`src/rtl/alu_core_if.sv`:
```
// Operand/command bus and result/flag bus of the ALU core.
// The master drives operands and commands; the slave (the ALU) returns
// results and flags.
interface alu_core_if #(
  parameter int DW = 8,
  parameter int CW = 4
);
  logic          ce;
  logic          mode;
  logic [CW-1:0] cmd;
  logic [1:0]    inp_valid;
  logic [DW-1:0] opa;
  logic [DW-1:0] opb;
  logic          cin;
  logic [DW:0]   res;
  logic          err;
  logic          oflow;
  logic          cout;
  logic          g;
  logic          l;
  logic          e;

  modport master (
    output ce, mode, cmd, inp_valid, opa, opb, cin,
    input  res, err, oflow, cout, g, l, e
  );

  modport slave (
    input  ce, mode, cmd, inp_valid, opa, opb, cin,
    output res, err, oflow, cout, g, l, e
  );
endinterface

```
`src/rtl/alu_core.sv`:
```
// ALU datapath with a two-state operand collection FSM.
// Operands may arrive in different cycles; a two-operand command whose
// second operand is missing waits up to 16 cycles for it. Every result
// and flag is registered and changes only on a result or error event.
module alu_core #(
  parameter int DW = 8,
  parameter int CW = 4
) (
  input  logic       clk,
  input  logic       rst,
  alu_core_if.slave  bus
);

  localparam int SW = $clog2(DW);

  // Arithmetic command codes (mode = 1)
  localparam logic [CW-1:0] A_ADD     = CW'(4'd0);
  localparam logic [CW-1:0] A_SUB     = CW'(4'd1);
  localparam logic [CW-1:0] A_ADD_CIN = CW'(4'd2);
  localparam logic [CW-1:0] A_SUB_CIN = CW'(4'd3);
  localparam logic [CW-1:0] A_INC_A   = CW'(4'd4);
  localparam logic [CW-1:0] A_DEC_A   = CW'(4'd5);
  localparam logic [CW-1:0] A_INC_B   = CW'(4'd6);
  localparam logic [CW-1:0] A_DEC_B   = CW'(4'd7);
  localparam logic [CW-1:0] A_CMP     = CW'(4'd8);

  // Logical command codes (mode = 0)
  localparam logic [CW-1:0] L_AND     = CW'(4'd0);
  localparam logic [CW-1:0] L_NAND    = CW'(4'd1);
  localparam logic [CW-1:0] L_OR      = CW'(4'd2);
  localparam logic [CW-1:0] L_NOR     = CW'(4'd3);
  localparam logic [CW-1:0] L_XOR     = CW'(4'd4);
  localparam logic [CW-1:0] L_XNOR    = CW'(4'd5);
  localparam logic [CW-1:0] L_NOT_A   = CW'(4'd6);
  localparam logic [CW-1:0] L_NOT_B   = CW'(4'd7);
  localparam logic [CW-1:0] L_SHR1_A  = CW'(4'd8);
  localparam logic [CW-1:0] L_SHL1_A  = CW'(4'd9);
  localparam logic [CW-1:0] L_SHR1_B  = CW'(4'd10);
  localparam logic [CW-1:0] L_SHL1_B  = CW'(4'd11);
  localparam logic [CW-1:0] L_ROL_A_B = CW'(4'd12);
  localparam logic [CW-1:0] L_ROR_A_B = CW'(4'd13);

  localparam logic [DW:0] ONE_X = {{DW{1'b0}}, 1'b1};

  typedef enum logic [0:0] {
    ST_IDLE = 1'b0,
    ST_WAIT = 1'b1
  } state_t;

  typedef struct packed {
    logic [DW:0] res;
    logic        err;
    logic        oflow;
    logic        cout;
    logic        g;
    logic        l;
    logic        e;
  } out_t;

  localparam out_t OUT_ZERO = {(DW + 7){1'b0}};

  // Operand need of a command: bit0 = A, bit1 = B; 00 marks an unsupported command.
  function automatic logic [1:0] op_need(input logic m, input logic [CW-1:0] c);
    logic [1:0] n;
    n = 2'b00;
    if (m) begin
      case (c)
        A_ADD, A_SUB, A_ADD_CIN, A_SUB_CIN, A_CMP: n = 2'b11;
        A_INC_A, A_DEC_A:                          n = 2'b01;
        A_INC_B, A_DEC_B:                          n = 2'b10;
        default:                                   n = 2'b00;
      endcase
    end else begin
      case (c)
        L_AND, L_NAND, L_OR, L_NOR, L_XOR, L_XNOR,
        L_ROL_A_B, L_ROR_A_B:                      n = 2'b11;
        L_NOT_A, L_SHR1_A, L_SHL1_A:               n = 2'b01;
        L_NOT_B, L_SHR1_B, L_SHL1_B:               n = 2'b10;
        default:                                   n = 2'b00;
      endcase
    end
    return n;
  endfunction

  // Output word of an error event: err alone is set.
  function automatic out_t err_event();
    out_t o;
    o     = OUT_ZERO;
    o.err = 1'b1;
    return o;
  endfunction

  // Full result/flag word of one operation; flags not defined for the op stay 0.
  function automatic out_t op_eval(
    input logic          m,
    input logic [CW-1:0] c,
    input logic [DW-1:0] a,
    input logic [DW-1:0] b,
    input logic          ci
  );
    out_t            o;
    logic [DW:0]     ax;
    logic [DW:0]     bx;
    logic [DW:0]     cx;
    logic [2*DW-1:0] rot;
    logic [SW-1:0]   sh;
    o   = OUT_ZERO;
    ax  = {1'b0, a};
    bx  = {1'b0, b};
    cx  = {{DW{1'b0}}, ci};
    rot = {(2 * DW){1'b0}};
    sh  = b[SW-1:0];
    if (m) begin
      case (c)
        A_ADD:     begin o.res = ax + bx;      o.cout  = o.res[DW]; end
        A_SUB:     begin o.res = ax - bx;      o.oflow = o.res[DW]; end
        A_ADD_CIN: begin o.res = ax + bx + cx; o.cout  = o.res[DW]; end
        A_SUB_CIN: begin o.res = ax - bx - cx; o.oflow = o.res[DW]; end
        A_INC_A:   begin o.res = ax + ONE_X;   o.cout  = o.res[DW]; end
        A_DEC_A:   begin o.res = ax - ONE_X;   o.oflow = o.res[DW]; end
        A_INC_B:   begin o.res = bx + ONE_X;   o.cout  = o.res[DW]; end
        A_DEC_B:   begin o.res = bx - ONE_X;   o.oflow = o.res[DW]; end
        A_CMP: begin
          o.g = (a > b);
          o.l = (a < b);
          o.e = (a == b);
        end
        default:   o.err = 1'b1;
      endcase
    end else begin
      case (c)
        L_AND:    o.res = {1'b0, a & b};
        L_NAND:   o.res = {1'b0, ~(a & b)};
        L_OR:     o.res = {1'b0, a | b};
        L_NOR:    o.res = {1'b0, ~(a | b)};
        L_XOR:    o.res = {1'b0, a ^ b};
        L_XNOR:   o.res = {1'b0, ~(a ^ b)};
        L_NOT_A:  o.res = {1'b0, ~a};
        L_NOT_B:  o.res = {1'b0, ~b};
        L_SHR1_A: o.res = {2'b00, a[DW-1:1]};
        L_SHL1_A: o.res = {1'b0, a[DW-2:0], 1'b0};
        L_SHR1_B: o.res = {2'b00, b[DW-1:1]};
        L_SHL1_B: o.res = {1'b0, b[DW-2:0], 1'b0};
        L_ROL_A_B: begin
          // Upper half of the doubled word shifted left is the left rotation.
          rot   = {a, a} << sh;
          o.res = {1'b0, rot[2*DW-1:DW]};
          o.err = ((b >> SW) != {DW{1'b0}});
        end
        L_ROR_A_B: begin
          // Lower half of the doubled word shifted right is the right rotation.
          rot   = {a, a} >> sh;
          o.res = {1'b0, rot[DW-1:0]};
          o.err = ((b >> SW) != {DW{1'b0}});
        end
        default:  o.err = 1'b1;
      endcase
    end
    return o;
  endfunction

  state_t        state_q, state_d;
  logic [3:0]    cnt_q, cnt_d;
  logic [DW-1:0] lat_a_q, lat_a_d;
  logic [DW-1:0] lat_b_q, lat_b_d;
  logic [CW-1:0] lat_cmd_q, lat_cmd_d;
  logic          lat_mode_q, lat_mode_d;
  logic          lat_cin_q, lat_cin_d;
  logic          have_a_q, have_a_d;
  out_t          out_q, out_d;
  logic [1:0]    need;

  assign need = op_need(bus.mode, bus.cmd);

  // Next-state, latch and output decisions for both FSM states.
  always_comb begin
    state_d    = state_q;
    cnt_d      = cnt_q;
    lat_a_d    = lat_a_q;
    lat_b_d    = lat_b_q;
    lat_cmd_d  = lat_cmd_q;
    lat_mode_d = lat_mode_q;
    lat_cin_d  = lat_cin_q;
    have_a_d   = have_a_q;
    out_d      = out_q;
    if (bus.ce) begin
      case (state_q)
        ST_IDLE: begin
          if (bus.inp_valid == 2'b00) begin
            out_d = err_event();
          end else if (need == 2'b00) begin
            out_d = err_event();
          end else if ((bus.inp_valid & need) == need) begin
            out_d = op_eval(bus.mode, bus.cmd, bus.opa, bus.opb, bus.cin);
          end else if (need == 2'b11) begin
            // Exactly one operand of a two-operand op: park it and wait.
            lat_a_d    = bus.opa;
            lat_b_d    = bus.opb;
            lat_cmd_d  = bus.cmd;
            lat_mode_d = bus.mode;
            lat_cin_d  = bus.cin;
            have_a_d   = bus.inp_valid[0];
            cnt_d      = 4'd0;
            state_d    = ST_WAIT;
          end else begin
            out_d = err_event();
          end
        end
        ST_WAIT: begin
          if (have_a_q && bus.inp_valid[1]) begin
            out_d   = op_eval(lat_mode_q, lat_cmd_q, lat_a_q, bus.opb, lat_cin_q);
            state_d = ST_IDLE;
          end else if (!have_a_q && bus.inp_valid[0]) begin
            out_d   = op_eval(lat_mode_q, lat_cmd_q, bus.opa, lat_b_q, lat_cin_q);
            state_d = ST_IDLE;
          end else if (cnt_q == 4'd15) begin
            // Sixteenth WAIT cycle without the missing operand.
            out_d   = err_event();
            cnt_d   = 4'd0;
            state_d = ST_IDLE;
          end else begin
            cnt_d = cnt_q + 4'd1;
          end
        end
        default: begin
          state_d = ST_IDLE;
          cnt_d   = 4'd0;
        end
      endcase
    end else begin
      state_d = state_q;
    end
  end

  // State, latches and registered outputs; clock enable low holds everything.
  always_ff @(posedge clk or negedge rst) begin
    if (!rst) begin
      state_q    <= ST_IDLE;
      cnt_q      <= 4'd0;
      lat_a_q    <= {DW{1'b0}};
      lat_b_q    <= {DW{1'b0}};
      lat_cmd_q  <= {CW{1'b0}};
      lat_mode_q <= 1'b0;
      lat_cin_q  <= 1'b0;
      have_a_q   <= 1'b0;
      out_q      <= OUT_ZERO;
    end else begin
      state_q    <= state_d;
      cnt_q      <= cnt_d;
      lat_a_q    <= lat_a_d;
      lat_b_q    <= lat_b_d;
      lat_cmd_q  <= lat_cmd_d;
      lat_mode_q <= lat_mode_d;
      lat_cin_q  <= lat_cin_d;
      have_a_q   <= have_a_d;
      out_q      <= out_d;
    end
  end

  assign bus.res   = out_q.res;
  assign bus.err   = out_q.err;
  assign bus.oflow = out_q.oflow;
  assign bus.cout  = out_q.cout;
  assign bus.g     = out_q.g;
  assign bus.l     = out_q.l;
  assign bus.e     = out_q.e;

endmodule
```
`src/flat_wrapper.sv`:
```
// flat-port wrapper written by rule: the top's interface ports become plain ports
module alu_core_flat 
#(
  parameter int DW = 8,
  parameter int CW = 4
)
  (clk, rst, bus_ce, bus_mode, bus_cmd, bus_inp_valid, bus_opa, bus_opb, bus_cin, bus_res, bus_err, bus_oflow, bus_cout, bus_g, bus_l, bus_e);
  alu_core_if #(.DW(DW), .CW(CW)) bus_i ();
  input  logic clk;
  input  logic rst;
  input wire logic [$bits(bus_i.ce)-1:0] bus_ce;
  input wire logic [$bits(bus_i.mode)-1:0] bus_mode;
  input wire logic [$bits(bus_i.cmd)-1:0] bus_cmd;
  input wire logic [$bits(bus_i.inp_valid)-1:0] bus_inp_valid;
  input wire logic [$bits(bus_i.opa)-1:0] bus_opa;
  input wire logic [$bits(bus_i.opb)-1:0] bus_opb;
  input wire logic [$bits(bus_i.cin)-1:0] bus_cin;
  output wire logic [$bits(bus_i.res)-1:0] bus_res;
  output wire logic [$bits(bus_i.err)-1:0] bus_err;
  output wire logic [$bits(bus_i.oflow)-1:0] bus_oflow;
  output wire logic [$bits(bus_i.cout)-1:0] bus_cout;
  output wire logic [$bits(bus_i.g)-1:0] bus_g;
  output wire logic [$bits(bus_i.l)-1:0] bus_l;
  output wire logic [$bits(bus_i.e)-1:0] bus_e;
  assign bus_i.ce = bus_ce;
  assign bus_i.mode = bus_mode;
  assign bus_i.cmd = bus_cmd;
  assign bus_i.inp_valid = bus_inp_valid;
  assign bus_i.opa = bus_opa;
  assign bus_i.opb = bus_opb;
  assign bus_i.cin = bus_cin;
  assign bus_res = bus_i.res;
  assign bus_err = bus_i.err;
  assign bus_oflow = bus_i.oflow;
  assign bus_cout = bus_i.cout;
  assign bus_g = bus_i.g;
  assign bus_l = bus_i.l;
  assign bus_e = bus_i.e;
  alu_core #(.DW(DW), .CW(CW)) u_core (.clk(clk), .rst(rst), .bus(bus_i));
endmodule
```
`config.mk`:
```
export PLATFORM = sky130hd
export DESIGN_NAME = alu_core_flat
export DESIGN_NICKNAME = d
export VERILOG_FILES = /design/src/rtl/alu_core_if.sv /design/src/rtl/alu_core.sv /design/src/flat_wrapper.sv
export SDC_FILE = /design/constraint.sdc
export NUM_CORES = 1
export LEC_CHECK = 0
export ABC_AREA = 1
export CAP_MARGIN = 20
export CORE_ASPECT_RATIO = 1.4
export CORE_UTILIZATION = 30
export CTS_BUF_LIST = sky130_fd_sc_hd__clkbuf_4
export CTS_CLUSTER_DIAMETER = 150
export DETAILED_ROUTE_END_ITERATION = 16
export SYNTH_ARGS = -nofsm -noshare
export SYNTH_HDL_FRONTEND = slang
export SYNTH_SLANG_ARGS = --single-unit
```
`constraint.sdc`:
```
create_clock -name clk -period 2.7 [get_ports clk]
set_input_delay 0.54 -clock clk [delete_from_list [all_inputs] [get_ports clk]]
set_output_delay 0.54 -clock clk [all_outputs]
set_load 0.1 [all_outputs]
```
==> flow_summary.toml <==
[routing]
drt-vias-per-instance = 5.61
drt_drc_violations_left = 0
routed-via-count = 17942
dr.first_iter.drc_count = 1787
remaining_antenna_violation_count_after_routing = 0
routedWlPerCell_microns = 22.8
wirelength_microns = 72900
drt_first_pass_iters = 8

[synthesis]
yosys_warnings = 0
syn_inst = 2224
synth.top_cells.by_area = "nand2_1 21%, ha_1 11%, nand3_1 9.9%"
post_synth_cell_types = 54
synth-async-reset-ratio_pct = 100
synth_enable_flop_cells = 0
synthesis.nets = 2359
synth_top_area_cell = "nand2_1"
ffs_latches_synth = 43
synth_top_cell_area_share_pct = 21.1
seq_area_frac_synth_pct = 8.98
postSynthAreaPerCell_sq_um = 5.39
cell_area_after_synthesis_sq_um = 12000
dominantRegCellSynth = "dfrtp_1"

[worst_setup_path]
endpoint_kind = "flip-flop"
worst_setup_path_startpoint = "u_core.lat_b_q[0]"
timing.critical_path.fanout_max = 4
cp-start-kind = "flip-flop"
worst-setup-path-type = "flip-flop to flip-flop"
cp.required_ps = 3050
crit_arrival_ps = 3020
regToRegStartpoint = "u_core.lat_b_q[0]"

[sta]
post_layout_minimum_cycle_time_ps = 2670
timing.max_slew.rel_slack_pct = 51.3
final_max_slew_viol_count = 0
layout_worst_path_cycle_share_pct = 99.1
worst_pin_slew_ps = 731
achievable-frequency_ghz = 0.374
final_hold_viol_count = 0
clock-skew-final_ps = 31.3
fin_worst_hold_slack_ps = 163
setup_viol = 0
rsz0062_at_grt = "yes"

[die]
initial_core_util_pct = 30.4
fp.dieArea_sq_um = 40800
fp-row-count = 86
die_width_microns = 171
die-height_microns = 238
i_o_pin_cnt = 42
core_sq_um = 39400

[global_routing]
grt_max_degree = 45
gr-total-overflow = 0
wire_length_of_the_first_global_routing_pass_microns = 107000
first_global_vias = 17103
groute.usage.overall_pct = 35.8
antenna_violations_before_repair = 2

[place]
placed_cell_area_sq_um = 16400
io_buffers = 41
gpl.final_weighted_congestion = 1.10
place.detailed.instances = 3165
post-dp-hpwl_microns = 59600

[layout]
layout.filler_cells = 4363
final_layout_size_suffix_gt1_share_pct = 29.1
area_delta_synth_final_pct = 46.9
fin_area_sq_um = 17600
fin_cells = 3196
utilization_pct = 44.7
nets = 2801

[power_and_ir_drop]
leakagePower_nw = 8.62
ir_worst_vdd_uv = 594
power_density_nw_per_um2 = 814

[clock_network]
ctsRootBufferMaster = "clkbuf_4"
cts_max_path_buffers = 2
cts.clk_slew.worst_paths_ps = 190
cts_tree = "built"
cts_sinks = 43
cts_inserted_buffers = 5
insertion_delay_ps = 470
htreeDepth = 2

[status]
run_status = "complete, no violations"

[job]
max_cap_viol_count = 0

[hold_path]
hold_crit_class = "input pin to async pin"
sequential cells by signal (all words and copies together) (netlist names), 4 cells and up:
signal	count
u_core.bus.res	9
u_core.cnt_q	4
u_core.lat_a_q	8
u_core.lat_b_q	8
u_core.lat_cmd_q	4
cell usage in the layout (no fill, tap or decap), types with 18 or more instances in the layout:
master and count:
o22ai_1 67, nand2_2 42, nand3_1 217, dfrtp_1 37
nor3_1 27, nand2_1 636, ha_1 67, o21ai_0 183
a21oi_1 108, inv_2 26, buf_4 489, nand3_2 20
nor2_2 29, nor2_1 170, buf_12 19, ha_4 23
inv_1 180, o21ai_1 18, nand4_1 45
metrics by stage:
| step | setup slack, ps | setup TNS [ps] | power, mW |
|---|---|---|---|
| after floorplan | 6.20 | 0 | 7.19 |
| after global placement | -960 | -14570 | 12.4 |
| after detailed placement | -978 | -16210 | 12.5 |
| after CTS | -30.8 | -55.8 | 13.4 |
| after global routing | -77.2 | -426 | 15.2 |
| final | 25.1 | 0 | 14.3 |
per-layer routing:
layer / part of all wire, % / global-route usage [%] / vias up
li1: - / - / 8347
met1: 36 / 39.5 / 8321
met2: 46 / 59.5 / 945
met3: 6.7 / 5.11 / 327
met4: 11 / 31.8 / 2
met5: 0.012 / 0 / -
cells by family after synthesis:
family / share of synthesized area [%]
and+or+nand+nor: 44.2
AOI/OAI and AO/OA: 21.9
buffers and inverters: 11.3
adders and majority gates: 11.7
DFF: 8.98
xor gates and xnor gates: 1.46
muxes: 0.428
Yosys cell counts, types with 7 or more instances:
master	count
clkinv_1	18
nand4_1	45
o211ai_1	11
inv_2	14
inv_1	196
nor3_1	30
buf_2	50
xnor2_1	7
a21oi_1	125
o22ai_1	68
nor2_1	206
clkbuf_1	51
o2111ai_1	17
nor4_1	14
nand2_1	674
nand3_1	238
ha_1	102
xor2_1	13
o21ai_0	201
a211oi_1	10
dfrtp_1	43
critical path, stage by stage, from the launching register on:
cell	delay [ps]
dfrtp_2	510
ha_4	200
fa_2	410
xnor2_2	310
nor2_4	80
or2_2	290
nand3_1	90
o2111ai_1	140
o21ai_1	200
a21oi_2	130
nor2_2	140
nor2_1	60
what timing repair did:
item | CTS | global route
endpoints found under the setup margin | 14 | 14
hold buffers | 0 | 0
resized for setup | 140 | 152
gates cloned | 1 | 0
buffers inserted | 10 | 11
pin swaps | 48 | 70
power by group:
group / switching, mW / internal [mW] / leakage [nW] / total (mW)
sequential: 0.320 / 0.897 / 0.531 / 1.22
combinational: 7.85 / 4.83 / 8.05 / 12.7
clock: 0.329 / 0.110 / 0.0362 / 0.439
total: 8.50 / 5.83 / 8.62 / 14.3
path summary, 6_finish.rpt:
check | slack [ps] | end | depth (start not counted)
worst max register to register | 30 | u_core.bus.res[3] | 11
worst min register to register | 520 | u_core.bus.err | 2
min in group clk | 520 | u_core.bus.err | 2
worst max-delay path | 30 | u_core.bus.res[3] | 11
max in group asynchronous | 1960 | u_core.lat_cmd_q[2] | 2
worst min-delay path | 160 | u_core.lat_a_q[0] | 2
layout make-up:
cell class,instances,area (sq um),share of cell area (%)
diodes,1,2.50,0.0142
clock buffers,5,37.5,0.213
clock inverters,3,26.3,0.149
inverters,228,907,5.15
multi-input cells,1842,10400,59.3
flip-flops and latches,43,1080,6.16
well taps,528,661,3.75
repair buffers,546,4450,25.3
Power figures use the tool's default switching activity.
